[config.mk]
export PLATFORM = sky130hd
export DESIGN_NAME = pe_urate
export DESIGN_NICKNAME = d
export VERILOG_FILES = /design/src/rtl/pe_urate.sv
export SDC_FILE = /design/constraint.sdc
export NUM_CORES = 1
export LEC_CHECK = 0
export ABC_AREA = 1
export ABC_CLOCK_PERIOD_IN_PS = 5200
export BUFFER_PORTS_ARGS = -buffer_cell sky130_fd_sc_hd__buf_2
export CORE_MARGIN = 3
export CORE_UTILIZATION = 55
export CTS_CLUSTER_SIZE = 30
export DETAILED_ROUTE_END_ITERATION = 10
export PLACE_DENSITY = 0.83
export REMOVE_ABC_BUFFERS = 1
export SETUP_SLACK_MARGIN = 0.02
export SLEW_MARGIN = 15
export SYNTH_ARGS = -nofsm -noshare
export SYNTH_HDL_FRONTEND = slang
export SYNTH_SLANG_ARGS = --single-unit
[constraint.sdc]
create_clock -name clk -period 5.2 [get_ports clk]
set_input_delay 0.52 -clock clk [delete_from_list [all_inputs] [get_ports clk]]
set_output_delay 0.52 -clock clk [all_outputs]
set_load 0.02 [all_outputs]
[src/rtl/pe_urate.sv]
// rtl/pe_urate.sv - unary-rate systolic PE with per-operation MAC length
// Optional feature macro: PE_URATE_SAT_EN (saturating DONE-stage partial-sum add).
module pe_urate #(
  parameter int IWIDTH = 8,
  parameter int OWIDTH = 16,
  parameter int CWIDTH = 8
) (
  input  logic                     clk,
  input  logic                     rst_n,
  input  logic                     start,
  input  logic [CWIDTH-1:0]        mac_len,
  input  logic                     en_i,
  input  logic                     clr_i,
  input  logic                     en_w,
  input  logic                     clr_w,
  input  logic                     en_o,
  input  logic                     clr_o,
  input  logic                     ifm_sign,
  input  logic                     ifm_bit,
  input  logic                     wght_sign,
  input  logic [IWIDTH-2:0]        wght_abs,
  input  logic [IWIDTH-2:0]        randW,
  input  logic signed [OWIDTH-1:0] ofm,
  output logic                     start_d,
  output logic [CWIDTH-1:0]        mac_len_d,
  output logic                     en_i_d,
  output logic                     clr_i_d,
  output logic                     en_w_d,
  output logic                     clr_w_d,
  output logic                     en_o_d,
  output logic                     clr_o_d,
  output logic [IWIDTH-2:0]        randW_d,
  output logic                     ifm_sign_d,
  output logic                     ifm_bit_d,
  output logic                     wght_sign_d,
  output logic [IWIDTH-2:0]        wght_abs_d,
  output logic signed [OWIDTH-1:0] ofm_d,
  output logic                     ofm_vld
);

  typedef enum logic [1:0] {IDLE, RUN, DONE} state_t;

  localparam logic signed [OWIDTH-1:0] ONE = OWIDTH'(1);

  state_t                   state;
  logic [CWIDTH-1:0]        cnt;
  logic [CWIDTH-1:0]        len_q;
  logic signed [OWIDTH-1:0] acc;
  logic signed [OWIDTH-1:0] sum;
  logic                     prod;
  logic                     neg;

  // Comparator-based unary multiply against the registered weight magnitude.
  assign prod = ifm_bit_d & (randW < wght_abs_d);
  assign neg  = ifm_sign_d ^ wght_sign_d;

`ifdef PE_URATE_SAT_EN
  logic [OWIDTH:0] sum_wide;
  assign sum_wide = {ofm[OWIDTH-1], ofm} + {acc[OWIDTH-1], acc};
  always_comb begin
    sum = sum_wide[OWIDTH-1:0];
    if (sum_wide[OWIDTH] != sum_wide[OWIDTH-1])
      sum = sum_wide[OWIDTH] ? {1'b1, {(OWIDTH-1){1'b0}}} : {1'b0, {(OWIDTH-1){1'b1}}};
  end
`else
  assign sum = ofm + acc;
`endif

  always_ff @(posedge clk) begin
    if (!rst_n) begin
      start_d     <= 1'b0;
      mac_len_d   <= '0;
      en_i_d      <= 1'b0;
      clr_i_d     <= 1'b0;
      en_w_d      <= 1'b0;
      clr_w_d     <= 1'b0;
      en_o_d      <= 1'b0;
      clr_o_d     <= 1'b0;
      randW_d     <= '0;
      ifm_sign_d  <= 1'b0;
      ifm_bit_d   <= 1'b0;
      wght_sign_d <= 1'b0;
      wght_abs_d  <= '0;
    end else begin
      start_d   <= start;
      mac_len_d <= mac_len;
      en_i_d    <= en_i;
      clr_i_d   <= clr_i;
      en_w_d    <= en_w;
      clr_w_d   <= clr_w;
      en_o_d    <= en_o;
      clr_o_d   <= clr_o;
      randW_d   <= randW;
      if (clr_i) begin
        ifm_sign_d <= 1'b0;
        ifm_bit_d  <= 1'b0;
      end else if (en_i) begin
        ifm_sign_d <= ifm_sign;
        ifm_bit_d  <= ifm_bit;
      end
      if (clr_w) begin
        wght_sign_d <= 1'b0;
        wght_abs_d  <= '0;
      end else if (en_w) begin
        wght_sign_d <= wght_sign;
        wght_abs_d  <= wght_abs;
      end
    end
  end

  always_ff @(posedge clk) begin
    if (!rst_n) begin
      state   <= IDLE;
      cnt     <= '0;
      len_q   <= '0;
      acc     <= '0;
      ofm_d   <= '0;
      ofm_vld <= 1'b0;
    end else begin
      ofm_vld <= 1'b0;
      if (clr_o)
        acc <= '0;
      else if (state == RUN && en_o && prod)
        acc <= neg ? acc - ONE : acc + ONE;
      unique case (state)
        IDLE: begin
          if (start) begin
            cnt   <= '0;
            len_q <= mac_len;
            // A zero-length MAC skips RUN and just passes the upstream sum.
            state <= (mac_len != '0) ? RUN : DONE;
          end
        end
        RUN: begin
          cnt <= cnt + CWIDTH'(1);
          if (cnt == len_q - CWIDTH'(1))
            state <= DONE;
        end
        DONE: begin
          ofm_d   <= sum;
          ofm_vld <= 1'b1;
          acc     <= '0;
          state   <= IDLE;
        end
        default: state <= IDLE;
      endcase
    end
  end

endmodule

After elaboration in Yosys (flattened, before gate mapping)

Index checks and enable logic that the tools add are counted.

Memories kept: 0
Logic and storage cells: 52
Bits in registers: 83
Output and inout bits: 49
Bits in read-only memories: 0
Bits in writable memories: 0
Bits of input ports: 50
Latch bits: 0

$add $sub $neg: 5
Eq/ne operators: 5
Order comparisons: 1
Bitwise gates (word level): 3
Div/mod/pow operators: 0
Shift operators: 0
Multiplexer cells: 8
$mul: 0
Reduce and logical (&&, ||, !) cells: 11

Operator list:

| kind                                                | number |
|---|---|
| adder 16 bit                                        | 1 |
| adder 16 x 2 -> 16 bit (second input constant)      | 1 |
| 2-to-1 mux 16 bit                                   | 1 |
| case mux 8 bit (2 select lines)                     | 1 |
| subtractor 16 x 2 -> 16 bit (second input constant) | 1 |
| adder 8 x 1 -> 8 bit (second input constant)        | 1 |
| == test 8 bit                                       | 1 |
| 2-to-1 mux 8 bit                                    | 1 |
| nonzero test 8 bit                                  | 1 |
| subtractor 8 x 1 -> 8 bit (second input constant)   | 1 |
| < comparator 7 bit                                  | 1 |
| 2-to-1 mux 2 bit                                    | 3 |
| AND reduction 2 bit                                 | 3 |
| case mux 2 bit (2 select lines)                     | 1 |
| OR reduction 2 bit                                  | 2 |
| OR reduction 3 bit                                  | 1 |
| == test 2 x 1 -> 1 bit (second input constant)      | 1 |
| == test 2 bit (second input constant)               | 1 |
| logical AND 1 bit                                   | 2 |
| logical NOT 2 bit                                   | 1 |
| != test 2 x 1 -> 1 bit (second input constant)      | 1 |
| != test 2 bit (second input constant)               | 1 |
| nonzero test 2 bit                                  | 1 |
| AND 1 bit                                           | 1 |
| other kinds (3)                                     | 3 |

Depth between registers and ports, before layout

Depth after elaboration: 4
Gate-level depth with buffers: 13
Depth with buffers taken out: 13

Least setup slack after synthesis

OpenSTA, ideal clock, no wires.

Kind: reg-to-reg
Start: reg ifm_sign_d
End: reg acc[9]
Buffers on the path: 0
Clock period less this slack: 2.138 ns
Required time: 5.083 ns
Setup slack: 3.062 ns
Cell stages (with the launch flop): 11
Arrival: 2.021 ns
Library setup time: 0.117 ns
Cell sequence: dfxtp_1 -> xnor2_1 -> inv_1 -> ha_1 -> or2_2 -> nand3_1 -> nand2_1 -> nand2_1 -> nand3b_1 -> a21oi_1 -> nor2_1

Word-level cells in the longest chain between the ends: 2

RTL lines:

| element                  | line | RTL |
|---|---|---|
| start: declaration       | 33   | `output logic ifm_sign_d,` |
| start signal: assignment | 98   | `ifm_sign_d <= ifm_sign;` |
| XOR 1 bit                | 55   | `assign neg = ifm_sign_d ^ wght_sign_d;` |
| 2-to-1 mux 16 bit        | 124  | `acc <= neg ? acc - ONE : acc + ONE;` |
| end signal: assignment   | 124  |  |
| end: declaration         | 48   | `logic signed [OWIDTH-1:0] acc;` |

Every way passes these cells.
A chain may end at the register's enable or synchronous reset.

Final worst setup path

Start: reg wght_sign_d
End: reg acc[11]

Word-level cells in the longest chain between the ends: 2

RTL lines:

| element                  | line | RTL |
|---|---|---|
| start: declaration       | 35   | `output logic wght_sign_d,` |
| start signal: assignment | 105  | `wght_sign_d <= wght_sign;` |
| XOR 1 bit                | 55   |  |
| 2-to-1 mux 16 bit        | 124  |  |

Every way passes these cells.

==> metrics.txt <==
# TYPE chip_impl_metric gauge
chip_impl_info{name="run_status",value="finished, final reports clean"} 1
chip_impl_metric{name="worst_ep_required_time",unit="ns"} 5.44
chip_impl_info{name="ys_top_cells_by_area",value="sky130_fd_sc_hd__dfxtp_1, sky130_fd_sc_hd__nand2_1, sky130_fd_sc_hd__ha_1"} 1
chip_impl_metric{name="routed_via_density",unit=""} 5.23
chip_impl_metric{name="syn-instance-count",unit=""} 699
chip_impl_metric{name="fin_crit",unit="ns"} 2.35
chip_impl_metric{name="clk_transition_reported_paths",unit="ns"} 0.10
chip_impl_info{name="yosys_most_used_dff",value="sky130_fd_sc_hd__dfxtp_1"} 1
chip_impl_metric{name="irDropWorstVdd",unit="V"} 0.000158
chip_impl_metric{name="post_synth.cell_area_avg",unit="µm²"} 6.83
chip_impl_info{name="crit-reg2reg-capture",value="acc[11]"} 1
chip_impl_info{name="path_class",value="flip-flop to flip-flop"} 1
chip_impl_info{name="min_to",value="randW_d[0]"} 1
chip_impl_metric{name="layout.filler_cells",unit=""} 729
chip_impl_metric{name="dp_hpwl",unit="mm"} 9.27
chip_impl_metric{name="route.antenna.remaining_nets",unit=""} 0
chip_impl_metric{name="total_leakage_power",unit="nW"} 2.99
chip_impl_metric{name="rrSetupSlack",unit="ns"} 2.85
chip_impl_info{name="crit-reg2reg-launch",value="wght_sign_d"} 1
chip_impl_metric{name="count_of_boundary_i_o_pins",unit=""} 99
chip_impl_info{name="critical_path.endpoint_type",value="flip-flop"} 1
chip_impl_metric{name="layout_worst_path_cycle_share",unit="%"} 45.2
chip_impl_metric{name="worst_hold_slack",unit="ns"} 0.353
chip_impl_metric{name="routed_wl",unit="mm"} 11.8
chip_impl_metric{name="postCtsResizedCells",unit=""} 0
chip_impl_metric{name="numCtsBuffers",unit=""} 9
chip_impl_metric{name="clock_power_share",unit="%"} 34.9
chip_impl_metric{name="cts.sinks",unit=""} 83
chip_impl_metric{name="drive_gt1_share",unit="%"} 15.7
chip_impl_info{name="cts.root.buffer_cell",value="sky130_fd_sc_hd__clkbuf_8"} 1
chip_impl_info{name="synth_top_family_by_area",value="simple AND/OR/NAND/NOR gates"} 1
chip_impl_info{name="worst_hold_startpoint",value="randW[0]"} 1
chip_impl_metric{name="floorplan.initialDensity",unit="%"} 57.2
chip_impl_metric{name="p_sw_share",unit="%"} 29.4
chip_impl_metric{name="drv_slew",unit=""} 0
chip_impl_metric{name="place_congestion",unit=""} 0.987
chip_impl_info{name="critical_path.startpoint_type",value="flip-flop"} 1
chip_impl_info{name="hp-class",value="input port to flip-flop"} 1
chip_impl_metric{name="drv.max_cap_violation_count",unit=""} 0
chip_impl_metric{name="p_seq_share",unit="%"} 49.2
chip_impl_metric{name="drcViolationCount",unit=""} 0
chip_impl_metric{name="clock_insertion_delay_worst_skew",unit="ns"} 0.36
chip_impl_metric{name="number_of_setup_buffers_added_after_cts",unit=""} 0
chip_impl_metric{name="post_dp_cell_area",unit="mm²"} 0.00535
chip_impl_metric{name="worst-path-max-fanout",unit=""} 16
chip_impl_metric{name="timing.final.ws_setup",unit="ns"} 2.85
chip_impl_metric{name="via_count",unit=""} 4749
chip_impl_metric{name="port-buffer-count",unit=""} 98
chip_impl_metric{name="finalNetCount",unit=""} 887
chip_impl_metric{name="antenna_cells",unit=""} 0
chip_impl_metric{name="synth_enable_flop_cells",unit=""} 0
chip_impl_metric{name="yosys.area_share.simple",unit="%"} 28.2
chip_impl_metric{name="htreeDepth",unit=""} 3
chip_impl_metric{name="synth_sequential_area_ratio",unit="%"} 34.8
chip_impl_metric{name="synthToLayoutAreaGrowth",unit="%"} 16.2
chip_impl_metric{name="floorplan.die_area",unit="mm²"} 0.00983
chip_impl_metric{name="fin_setup_tns",unit="ns"} 0
chip_impl_metric{name="drt-initial-drc-count",unit=""} 211
chip_impl_metric{name="die_y",unit="µm"} 99.2
chip_impl_info{name="unrepaired_setup_endpoints_after_global_routing",value="no"} 1
chip_impl_metric{name="yosys_warnings",unit=""} 0
chip_impl_metric{name="synth_xor_xnor_area_share",unit="%"} 3.85
chip_impl_metric{name="utilization",unit="%"} 66.5
chip_impl_metric{name="first_global_vias",unit=""} 4567
chip_impl_metric{name="synth-seq-cells",unit=""} 83
chip_impl_metric{name="core",unit="mm²"} 0.00834
chip_impl_metric{name="floorplan.rows",unit=""} 33
chip_impl_metric{name="fp.dieW",unit="µm"} 99.2
chip_impl_metric{name="path_depth_of_the_worst_reg2reg_path",unit=""} 10
chip_impl_metric{name="number_of_antenna_violations_at_the_first_check_in_global_routing",unit=""} 0
chip_impl_metric{name="synth.mux.area_fraction",unit="%"} 0
chip_impl_metric{name="cellPowerDensity",unit="mW/mm²"} 247
chip_impl_metric{name="synthesized_area_fraction_occupied_by_adder_cells",unit="%"} 10.5
chip_impl_metric{name="final_hold_viol_count",unit=""} 0
chip_impl_metric{name="net-switching-power",unit="mW"} 0.402
chip_impl_metric{name="cts-root-to-sink-buffers",unit=""} 2
chip_impl_metric{name="yosys.area.top_type_share",unit="%"} 34.8
chip_impl_metric{name="worst-endpoint-arrival",unit="ns"} 2.59
chip_impl_metric{name="drt-wirelength-per-cell",unit="µm"} 13.0
chip_impl_info{name="tritoncts",value="yes"} 1
chip_impl_metric{name="internal_power",unit="mW"} 0.966
chip_impl_metric{name="worstMarginPinSlew",unit="ns"} 0.565
chip_impl_metric{name="dp_slack",unit="ns"} 2.71
chip_impl_metric{name="min_delay_path_depth",unit=""} 3
chip_impl_metric{name="grt.overflow.total",unit=""} 0
chip_impl_metric{name="multi_input_area",unit="mm²"} 0.00272
chip_impl_info{name="synthDominantAreaCellType",value="sky130_fd_sc_hd__dfxtp_1"} 1
chip_impl_metric{name="clock.fmax",unit="GHz"} 0.426
chip_impl_metric{name="timing.max_slew.rel_slack",unit="%"} 62.3
chip_impl_metric{name="firstDrtPassIters",unit=""} 5
chip_impl_metric{name="globalRouteTotalUtil",unit="%"} 24.5
chip_impl_metric{name="setup-violations-final",unit=""} 0
chip_impl_metric{name="final.setup_skew",unit="ns"} 0.0197
chip_impl_metric{name="power_frac_comb",unit="%"} 15.9
chip_impl_metric{name="seq_area",unit="mm²"} 0.00166
chip_impl_metric{name="yosys.cell_types.count",unit=""} 33
chip_impl_metric{name="synth_compound_gate_area_share",unit="%"} 14.3
chip_impl_metric{name="grt_max_degree",unit=""} 34
chip_impl_metric{name="design_area",unit="mm²"} 0.00555
chip_impl_metric{name="syn-cell-area",unit="mm²"} 0.00477
chip_impl_metric{name="async_set_or_reset_register_ratio_after_synthesis",unit="%"} 0
chip_impl_metric{name="ctsHoldBuffers",unit=""} 0
chip_impl_metric{name="grt_pass1_wl",unit="mm"} 20.0
==> power groups by stage <==
stage	Combinational [mW]	Clock [mW]	Sequential [mW]
2_1_floorplan	0.124	0	0.705
3_3_place_gp	0.208	0	0.688
3_5_place_dp	0.215	0	0.688
4_1_cts	0.217	0.482	0.674
5_1_grt	0.247	0.507	0.676
6_report	0.218	0.477	0.674
==> critical path: stages, from the launching register on <==
cell and delay (ns):
sky130_fd_sc_hd__dfxtp_1 0.34, sky130_fd_sc_hd__xnor2_1 0.24, sky130_fd_sc_hd__inv_1 0.31, sky130_fd_sc_hd__ha_1 0.42, sky130_fd_sc_hd__or2_2 0.31, sky130_fd_sc_hd__nand3_1 0.09, sky130_fd_sc_hd__nand2_1 0.13, sky130_fd_sc_hd__nand2_1 0.09
sky130_fd_sc_hd__nand2_1 0.06, sky130_fd_sc_hd__xnor2_1 0.16, sky130_fd_sc_hd__a21oi_1 0.09
==> metal layers <==
metal	vias up	track usage, %	share of wire, %
li1	2451	-	-
met1	2129	30.8	44
met2	145	42.8	48
met3	24	3.23	5.1
met4	0	9.35	2.4
met5	-	0	0
==> worst max path at each step <==
stage,depth (start not counted),end,from
final,10,acc[11],wght_sign_d
after global routing,10,acc[9],wght_sign_d
after CTS,10,acc[11],wght_sign_d
after detailed placement,7,acc[5],rst_n
after global placement,9,acc[14],rst_n
after floorplan,8,acc[9],randW[6]
==> per-stage QoR <==
| stage | cells | power, mW |
|---|---|---|
| after floorplan | 688 | 0.829 |
| after global placement | 892 | 0.896 |
| after detailed placement | 892 | 0.903 |
| after CTS | 908 | 1.37 |
| after global routing | 908 | 1.43 |
| final | 908 | 1.37 |
==> cell usage after synthesis (all sizes together) (3+ instances only) <==
cell	number
inv	90
nand3b	4
o21ai	48
nand2	199
o21a	3
xnor2	17
clkbuf	6
nand4	3
a21o	3
dfxtp	83
nor3	5
ha	37
a21oi	64
xor2	4
buf	5
nand3	43
a211oi	4
nor2	66
==> registers in the layout, indices dropped and copies added, names as in the netlist, 2 cells and up <==
| signal | cells |
|---|---|
| wght_abs_d | 7 |
| randW_d | 7 |
| ofm_d | 16 |
| len_q | 8 |
| cnt | 8 |
| state | 2 |
| acc | 16 |
| mac_len_d | 8 |
==> logic make-up after synthesis <==
kind of cell,after synthesis
buffers and inverters,101
AND/OR/NAND/NOR,327
AO/OA/AOI/OAI,128
adder cells (fa/ha/maj),39
flip-flops,83
XOR/XNOR,21
==> layout make-up <==
type	instances	area share, %
Multi-Input combinational cell	515	49.0
Inverter	90	6.09
Clock inverter	6	1.31
Tap cell	105	2.37
Timing Repair Buffer	99	8.98
Sequential cell	83	30.0
Clock buffer	10	2.30
==> placed cells by master (no fill, tap or decap), types with 3 or more instances in the layout <==
cell type	instances
sky130_fd_sc_hd__a21oi_1	64
sky130_fd_sc_hd__clkbuf_8	9
sky130_fd_sc_hd__nand3_1	43
sky130_fd_sc_hd__buf_2	98
sky130_fd_sc_hd__nor2_1	62
sky130_fd_sc_hd__ha_1	37
sky130_fd_sc_hd__xnor2_1	17
sky130_fd_sc_hd__dfxtp_1	83
sky130_fd_sc_hd__nand2_1	199
sky130_fd_sc_hd__inv_2	6
sky130_fd_sc_hd__o21ai_0	45
sky130_fd_sc_hd__nand3b_1	4
sky130_fd_sc_hd__inv_1	84
sky130_fd_sc_hd__o21a_1	3
sky130_fd_sc_hd__nand4_1	3
sky130_fd_sc_hd__a21o_1	3
sky130_fd_sc_hd__nor3_1	5
sky130_fd_sc_hd__xor2_1	4
sky130_fd_sc_hd__o21ai_1	3
sky130_fd_sc_hd__a211oi_1	4
Note: power is estimated with default switching activity, not from simulation.
